## src/rtl/axis_pkt_source.sv

```systemverilog
// axis_pkt_source: AXI4-Stream packet master with whole-packet buffering.
// Words arrive on a valid/ready write port and are held in an internal FIFO.
// A packet is released onto the stream only after its last word is
// committed. TDEST is taken from the top bits of the first word,
// TUSER[0] flags the first beat and TLAST flags the last one.
//
// Optional feature macro: AXIS_SRC_ABORT_EN (adds in_abort).
//
// Ports:
//   clk, rst_n        clock, asynchronous active-low reset
//   in_valid/in_ready write handshake; in_data word; in_last commits packet
//   in_abort          (AXIS_SRC_ABORT_EN only) discard uncommitted words
//   m_axis_*          AXI4-Stream master (tvalid/tready/tdata/tlast/tdest/tuser)
//   level             words stored, committed and uncommitted
//   err_ovf           sticky overflow flag; err_clr clears it
module axis_pkt_source #(
    parameter int unsigned DATA_W = 32,
    parameter int unsigned DEPTH  = 16,
    parameter int unsigned DEST_W = 8,
    parameter int unsigned USER_W = 4
) (
    input  logic                    clk,
    input  logic                    rst_n,
    input  logic                    in_valid,
    output logic                    in_ready,
    input  logic [DATA_W-1:0]       in_data,
    input  logic                    in_last,
`ifdef AXIS_SRC_ABORT_EN
    input  logic                    in_abort,
`endif
    output logic                    m_axis_tvalid,
    input  logic                    m_axis_tready,
    output logic [DATA_W-1:0]       m_axis_tdata,
    output logic                    m_axis_tlast,
    output logic [DEST_W-1:0]       m_axis_tdest,
    output logic [USER_W-1:0]       m_axis_tuser,
    output logic [$clog2(DEPTH):0]  level,
    output logic                    err_ovf,
    input  logic                    err_clr
);

    localparam int unsigned AW = $clog2(DEPTH);
    localparam int unsigned PW = AW + 1;

    typedef enum logic { RD_IDLE, RD_SEND } rd_state_t;
    typedef enum logic { WR_NORM, WR_DROP } wr_state_t;

    rd_state_t rd_state, rd_state_n;
    wr_state_t wr_state, wr_state_n;

    // Entries are {last, data}.
    logic [DATA_W:0] mem [DEPTH];

    // wr_ptr: next write slot; wr_cmt: end of committed data;
    // rd_ptr: next entry to load into the output register;
    // free_ptr: oldest slot still owned (advances on stream handshake),
    // so the beat held in the output register still counts as stored.
    logic [PW-1:0] wr_ptr, wr_ptr_n;
    logic [PW-1:0] wr_cmt, wr_cmt_n;
    logic [PW-1:0] rd_ptr, rd_ptr_n;
    logic [PW-1:0] free_ptr, free_ptr_n;
    logic [PW-1:0] pkt_cnt, pkt_cnt_n;
    logic [PW-1:0] level_n;

    logic              tvalid_n, tlast_n, in_ready_n, err_n;
    logic [DATA_W-1:0] tdata_n;
    logic [DEST_W-1:0] tdest_n;
    logic [USER_W-1:0] tuser_n;

    logic            abort_c, wr_fire_c, hs_c, full_c;
    logic            mem_we_c, pkt_inc_c, pkt_dec_c, ovf_c, load_c, load_first_c;
    logic [DATA_W:0] rd_entry_c;

`ifdef AXIS_SRC_ABORT_EN
    assign abort_c = in_abort;
`else
    assign abort_c = 1'b0;
`endif

    assign wr_fire_c  = in_valid && in_ready;
    assign hs_c       = m_axis_tvalid && m_axis_tready;
    assign full_c     = (wr_ptr - free_ptr) == PW'(DEPTH);
    assign rd_entry_c = mem[rd_ptr[AW-1:0]];

    // FIFO storage; only committed slots are ever read, so no read/write hazard.
    always_ff @(posedge clk) begin
        if (mem_we_c) begin
            mem[wr_ptr[AW-1:0]] <= {in_last, in_data};
        end
    end

    // Next-state logic for the write side, read FSM and status outputs.
    always_comb begin
        wr_state_n   = wr_state;
        wr_ptr_n     = wr_ptr;
        wr_cmt_n     = wr_cmt;
        mem_we_c     = 1'b0;
        pkt_inc_c    = 1'b0;
        ovf_c        = 1'b0;
        rd_state_n   = rd_state;
        rd_ptr_n     = rd_ptr;
        free_ptr_n   = free_ptr;
        pkt_dec_c    = 1'b0;
        load_c       = 1'b0;
        load_first_c = 1'b0;
        tvalid_n     = m_axis_tvalid;
        tdata_n      = m_axis_tdata;
        tlast_n      = m_axis_tlast;
        tdest_n      = m_axis_tdest;
        tuser_n      = m_axis_tuser;

        // Write side: abort beats everything, then DROP, then overflow check.
        if (abort_c) begin
            wr_ptr_n   = wr_cmt;
            wr_state_n = WR_NORM;
        end else if (wr_state == WR_DROP) begin
            if (wr_fire_c && in_last) begin
                wr_state_n = WR_NORM;
            end
        end else if (full_c && (wr_cmt == free_ptr)) begin
            // Full of a single unfinished packet: it can never drain.
            wr_ptr_n   = wr_cmt;
            wr_state_n = WR_DROP;
            ovf_c      = 1'b1;
        end else if (wr_fire_c) begin
            mem_we_c = 1'b1;
            wr_ptr_n = wr_ptr + PW'(1);
            if (in_last) begin
                wr_cmt_n  = wr_ptr + PW'(1);
                pkt_inc_c = 1'b1;
            end
        end

        // Read side.
        if (hs_c) begin
            free_ptr_n = free_ptr + PW'(1);
        end

        unique case (rd_state)
            RD_IDLE: begin
                if (pkt_cnt != '0) begin
                    load_c       = 1'b1;
                    load_first_c = 1'b1;
                    rd_state_n   = RD_SEND;
                end
            end
            RD_SEND: begin
                if (hs_c && m_axis_tlast) begin
                    pkt_dec_c = 1'b1;
                    // Current packet is still counted in pkt_cnt.
                    if (pkt_cnt > PW'(1)) begin
                        load_c       = 1'b1;
                        load_first_c = 1'b1;
                    end else begin
                        tvalid_n   = 1'b0;
                        rd_state_n = RD_IDLE;
                    end
                end else if (hs_c || !m_axis_tvalid) begin
                    if (rd_ptr != wr_cmt) begin
                        load_c = 1'b1;
                    end else begin
                        tvalid_n = 1'b0;
                    end
                end
            end
            default: rd_state_n = RD_IDLE;
        endcase

        if (load_c) begin
            tvalid_n = 1'b1;
            tdata_n  = rd_entry_c[DATA_W-1:0];
            tlast_n  = rd_entry_c[DATA_W];
            tuser_n  = USER_W'(load_first_c);
            rd_ptr_n = rd_ptr + PW'(1);
            if (load_first_c) begin
                tdest_n = rd_entry_c[DATA_W-1 -: DEST_W];
            end
        end

        pkt_cnt_n  = pkt_cnt + PW'(pkt_inc_c) - PW'(pkt_dec_c);
        level_n    = wr_ptr_n - free_ptr_n;
        in_ready_n = (level_n != PW'(DEPTH)) || (wr_state_n == WR_DROP);
        // A same-cycle overflow wins over err_clr.
        err_n      = ovf_c ? 1'b1 : (err_clr ? 1'b0 : err_ovf);
    end

    // State and output registers.
    always_ff @(posedge clk or negedge rst_n) begin
        if (!rst_n) begin
            rd_state      <= RD_IDLE;
            wr_state      <= WR_NORM;
            wr_ptr        <= '0;
            wr_cmt        <= '0;
            rd_ptr        <= '0;
            free_ptr      <= '0;
            pkt_cnt       <= '0;
            level         <= '0;
            in_ready      <= 1'b0;
            err_ovf       <= 1'b0;
            m_axis_tvalid <= 1'b0;
            m_axis_tdata  <= '0;
            m_axis_tlast  <= 1'b0;
            m_axis_tdest  <= '0;
            m_axis_tuser  <= '0;
        end else begin
            rd_state      <= rd_state_n;
            wr_state      <= wr_state_n;
            wr_ptr        <= wr_ptr_n;
            wr_cmt        <= wr_cmt_n;
            rd_ptr        <= rd_ptr_n;
            free_ptr      <= free_ptr_n;
            pkt_cnt       <= pkt_cnt_n;
            level         <= level_n;
            in_ready      <= in_ready_n;
            err_ovf       <= err_n;
            m_axis_tvalid <= tvalid_n;
            m_axis_tdata  <= tdata_n;
            m_axis_tlast  <= tlast_n;
            m_axis_tdest  <= tdest_n;
            m_axis_tuser  <= tuser_n;
        end
    end

endmodule

```

## config.mk

```make
export PLATFORM = sky130hd
export DESIGN_NAME = axis_pkt_source
export DESIGN_NICKNAME = d
export VERILOG_FILES = /design/src/rtl/axis_pkt_source.sv
export SDC_FILE = /design/constraint.sdc
export NUM_CORES = 1
export LEC_CHECK = 0
export ABC_AREA = 1
export ABC_CLOCK_PERIOD_IN_PS = 7230
export CORE_MARGIN = 2
export CORE_UTILIZATION = 27
export CTS_CLUSTER_DIAMETER = 80
export DETAILED_ROUTE_END_ITERATION = 10
export HOLD_SLACK_MARGIN = 0.12
export MAX_ROUTING_LAYER = met4
export SYNTH_ARGS = -nofsm -noshare
export SYNTH_HDL_FRONTEND = slang
export SYNTH_SLANG_ARGS = --single-unit
```

## constraint.sdc

```tcl
create_clock -name clk -period 7.23 [get_ports clk]
set_clock_uncertainty 0.1 [all_clocks]
set_input_delay 1.446 -clock clk [delete_from_list [all_inputs] [get_ports clk]]
set_output_delay 1.446 -clock clk [all_outputs]
set_load 0.03 [all_outputs]
```

# Word level (Yosys, flattened, before mapping)
# Memory sizes are Yosys's and may differ from the RTL's.
# Index checks and enable logic that the tools add are counted.
# op_classes
n_lt_le_gt_ge,1
n_reduce_logical,15
add_sub_neg,7
n_bitwise,3
muxes,37
n_eq_ne,6
# ops
operator,n
2-to-1 mux 1 bit,30
2-to-1 mux 5 bit,4
adder 5 x 1 -> 5 bit (second input constant),3
subtractor 5 bit,2
AND reduction 4 bit,2
!= test 3 bit (second input constant),2
one-hot mux 1 bit (2 select lines),3
adder 5 x 1 -> 5 bit,1
equality test 5 bit,1
equality test 5 bit (second input constant),1
greater-than comparator 5 x 1 -> 1 bit (second input constant),1
logical AND 1 bit,5
!= test 5 bit,1
!= test 5 bit (second input constant),1
nonzero test 5 bit,1
subtractor 5 x 1 -> 5 bit,1
nonzero test 2 bit,2
NOT 1 bit,3
nonzero test 3 bit,1
logical OR 1 bit,2
AND reduction 2 bit,1
zero test 1 bit,1
# word_totals
input_bits,38
word_cells,85
memories,1
ram_bits,528
output_inout_bits,53
ff_bits,77
# memory_table
name,words,width,rd,rd_ports_with_merged_regs,wr,line_no,text
mem,16,33,1,0,1,52,logic [DATA_W:0] mem [DEPTH];

# Longest topological paths before layout
# depth
ltp_word,8
mapped_depth,24
mapped_depth_nobuf,24

# Least setup slack after synthesis
# No wires, ideal clock.
# synth_timing
path_type,input to register
startpoint,input in_valid
endpoint,"memory mem[3][0] (netlist bit), enable pin"
path_stages,4
setup_ns,0.464
t_arrival_ns,4.162
n_path_buf,0
setup_slack_ns,2.504
required_time_ns,6.666
path_cell_list,nand2_1 > nor2_4 > inv_1 > nor3_1
# synth_between
elab_chain_cells,6
# synth_rtl
element,line_no,text
"start, declared",24,"input logic in_valid,"
logical AND 1 bit,80,assign wr_fire_c = in_valid && in_ready;
2-to-1 mux 1 bit,125,end else if (wr_fire_c) begin
2-to-1 mux 1 bit,120,end else if (full_c && (wr_cmt == free_ptr)) begin
2-to-1 mux 1 bit,116,end else if (wr_state == WR_DROP) begin
2-to-1 mux 1 bit,87,if (mem_we_c) begin
2-to-1 mux 1 bit (not written as such),88,"mem[wr_ptr[AW-1:0]] <= {in_last, in_data};"
"end, declared",52,
# No other way between the ends.

# Final worst setup path
# layout_timing
startpoint,input m_axis_tready
endpoint,register m_axis_tdata[3]
# layout_between
elab_chain_cells,5
elab_cells_between_ends,6
classes_between,mux: 3; reduce/logical: 3
# layout_rtl
element,line_no,text
"start, declared",32,"input logic m_axis_tready,"
logical AND 1 bit (*),81,assign hs_c = m_axis_tvalid && m_axis_tready;
logical OR 1 bit,158,end else if (hs_c || !m_axis_tvalid) begin
2-to-1 mux 1 bit,158,
2-to-1 mux 1 bit (*),148,if (hs_c && m_axis_tlast) begin
one-hot mux 1 bit (2 select lines) (*),139,unique case (rd_state)
"end signal, assigned",217,m_axis_tdata <= tdata_n;
"end, declared",33,"output logic [DATA_W-1:0] m_axis_tdata,"
# Every way passes the cells marked *; elsewhere a longest branch is shown, timed or not.
# A chain may end at the register's enable or synchronous reset.

==> qor.yml <==
yosys.area.top_type: "edfxtp_1"
worst_pin_slew_ns: 1.01
hp-start: "m_axis_tdest[4]"
hp-class: "flop to flop"
cts-buffers-inserted: 59
routabilityCongestion: 0.784
synthFlopType: "edfxtp_1"
utilization_pct: 31.6
grt_overflow: 0
drtPass1Iterations: 5
hpwl_um: 31600
initial_utilization_pct: 27.2
async_reset_ff_share_pct: 12.7
cts_tree: "built"
outcome: "complete, no violations"
syn_inst: 1960
post_cts_resized: 0
clockBufferDepth: 3
holdBufCountCts: 0
numPortBuffers: 87
synthSimpleGateAreaFrac_pct: 11.2
wl_met1_um: 28300
slew_viol_final: 0
synth_top_family_by_area: "simple AND/OR/NAND/NOR gates"
routed_wirelength_um: 61500
syn_area_per_cell_um2: 12.4
clock.fmax_mhz: 266
worstPathCellList: "clkdlybuf4s50_1, nand2_1, inv_1, nand2_1, nand4_1, nand3_1, nand2_2, buf_4, inv_2, nand2_1, nand2_1"
crit_top_cell: "nand2_1"
routed-wl-met2_um: 27600
multiInputGateArea_um2: 5830
setup.worst_path.start: "m_axis_tready"
worstSetupPathType: "input port to flop"
drive_gt1_share_pct: 7.09
max_cap_violations: 0
grt_pass1_wl_um: 92800
r2r_slack_ns: 3.68
wl_met3_um: 4400
synth_area_leaders: "edfxtp_1 (65%), dfrtp_1 (7.9%), o21ai_0 (5.3%), nor2_1 (5.1%), nand2_1 (4.2%)"
powerDensity_nw_per_um2: 415
cp_data_arrival_time_ns: 4.15
crit_slowest_cell: "inv_2"
drt-initial-drc-count: 1224
postCtsSetupBuffers: 0
clkTransAtPathRegs_ns: 0.06
dieArea_um2: 92700
syn_area_um2: 24400
r2r_end: "level[4]"
synth_compound_area_share_pct: 10.2
fp.dieH_um: 304
track_usage_pct: 13.5
min_delay_path_depth: 2
dp_slack_ns: 2.84
yosysMostFrequentCell: "edfxtp_1"
r2r_cells: 18
synth_seq_area_share_pct: 73.0
layout_setup_ws_ns: 3.47
viasPerCell: 4.69
yosysTopAreaCellShare_pct: 65.1
instances_no_fill: 3253
worstPathRequired_ns: 7.61
wl_per_cell_um: 18.9
worst-path-buf-inv: 4
coreArea_um2: 89700
seqCellArea_um2: 17800
synth_warnings: 0
drc: 0
dp_cells: 3137
cts.sinks: 605
synth_seq_cells: 605
min_to: "m_axis_tdest[4]"
insertion_delay_ns: 0.65
finalHoldViolations: 0
start_kind: "input port"
die_x_um: 304
synthTopCellsByCount: "edfxtp_1 (528), nor2_1 (334), nand2_1 (272)"
antenna_found_initial: 5
synth_xor_area_share_pct: 0.647
setup_viol_count_final: 0
root_buffer: "clkbuf_16"
power.leakage_nw: 9.63
yosys.area_share.adder_pct: 1.29
first_global_vias: 14500
dr_total_vias: 15200
ir_worst_vdd_uv: 330
critPathTopFamily: "buffers and inverters"
r2r-start: "wr_ptr[3]"
rsz0062_at_grt: "no"
dr.max_layer_used: "met4"
crit_fanout: 43
muxShareOfSynthArea_pct: 0
htree_levels: 2
cp-end-kind: "flop"
period_share_pct: 52.0
antenna_left: 0
syn2layout_area_growth_pct: 16.5
synth_cell_types: 35
pin_count: 91
row_count: 110
num-fill-cells: 8965
min_period_ns: 3.76
slowest_delay_ns: 0.57
synth-edff-count: 528
maxSlewHeadroom_pct: 32.4
fin_tns_setup_ns: 0
power_mw: 11.8
final_nets: 2084
grt_max_degree: 214
==> how the worst max path moves through the flow <==
stage                                  to  slack (ns)  cells after the start
after floorplan                 mem[3][0]        2.50                      4
after global placement         pkt_cnt[4]        2.91                     10
after detailed placement       pkt_cnt[4]        2.84                     10
after CTS                      pkt_cnt[4]        3.50                     10
after global routing      m_axis_tdata[7]        3.31                     11
final                     m_axis_tdata[3]        3.47                     11
==> cells by family after synthesis <==
group | Yosys count
compound gates | 440
xor+xnor | 18
fa+ha+maj | 24
buf+inv | 181
flops | 605
other cells | 1
simple gates | 691
==> worst min-delay path, cell delays in order, from the launching register on <==
cell and delay, ns:
dfrtp_1 0.34, nand2_1 0.05, nand2_1 0.05
==> where the power goes <==
part	switching (mW)	internal [mW]
registers	0.360	4.29
logic	2.79	1.28
clock network	1.32	1.74
==> metrics by stage <==
| stage | cell area [um^2] | hold WS [ns] |
|---|---|---|
| 2_1_floorplan | 24400 | 0.364 |
| 3_3_place_gp | 26400 | 0.368 |
| 3_5_place_dp | 26400 | 0.368 |
| 4_1_cts | 28400 | 0.386 |
| 5_1_grt | 28400 | 0.410 |
| 6_report | 28400 | 0.379 |
==> area by class of cell <==
class                   instances  area share [%]
well taps                    1176            5.18
repair buffers                116            3.91
diodes                          5          0.0441
flip-flops and latches        605            62.7
clock buffers                  81            5.67
clock inverters                30            1.14
multi-input cells            1176            20.5
inverters                      64           0.864
==> registers in the layout (all words and copies together) (netlist names) <==
signal	count
wr_cmt	5
wr_ptr	5
mem	528
level	5
err_ovf	1
m_axis_tdata	32
rd_ptr	5
free_ptr	5
wr_state	1
rd_state	1
m_axis_tdest	8
in_ready	1
m_axis_tlast	1
m_axis_tvalid	1
pkt_cnt	5
m_axis_tuser	1
==> layout by cell type (no fill, tap or decap), types with 5 or more instances in the layout <==
| master | count |
|---|---|
| edfxtp_1 | 528 |
| nor2_1 | 320 |
| nand2_1 | 272 |
| o21ai_0 | 259 |
| clkdlybuf4s50_1 | 86 |
| o22ai_1 | 80 |
| dfrtp_1 | 74 |
| nand3_1 | 69 |
| clkbuf_16 | 59 |
| inv_1 | 57 |
| o211ai_1 | 45 |
| buf_4 | 28 |
| o21ai_1 | 26 |
| ha_1 | 22 |
| o221ai_1 | 21 |
| clkbuf_1 | 17 |
| xor2_1 | 15 |
| nor2_4 | 15 |
| clkinv_1 | 11 |
| clkinv_2 | 11 |
| a21oi_1 | 8 |
| diode_2 | 5 |
| clkbuf_8 | 5 |
| bufinv_16 | 5 |
==> metal layers <==
| metal | global-route usage, % | vias to the layer above |
|---|---|---|
| met5 | - | - |
| met4 | 3.49 | 0 |
| met3 | 2.83 | 82 |
| met2 | 20.1 | 455 |
| met1 | 18.8 | 7546 |
| li1 | - | 7161 |
Note: power is estimated with default switching activity, not from simulation.
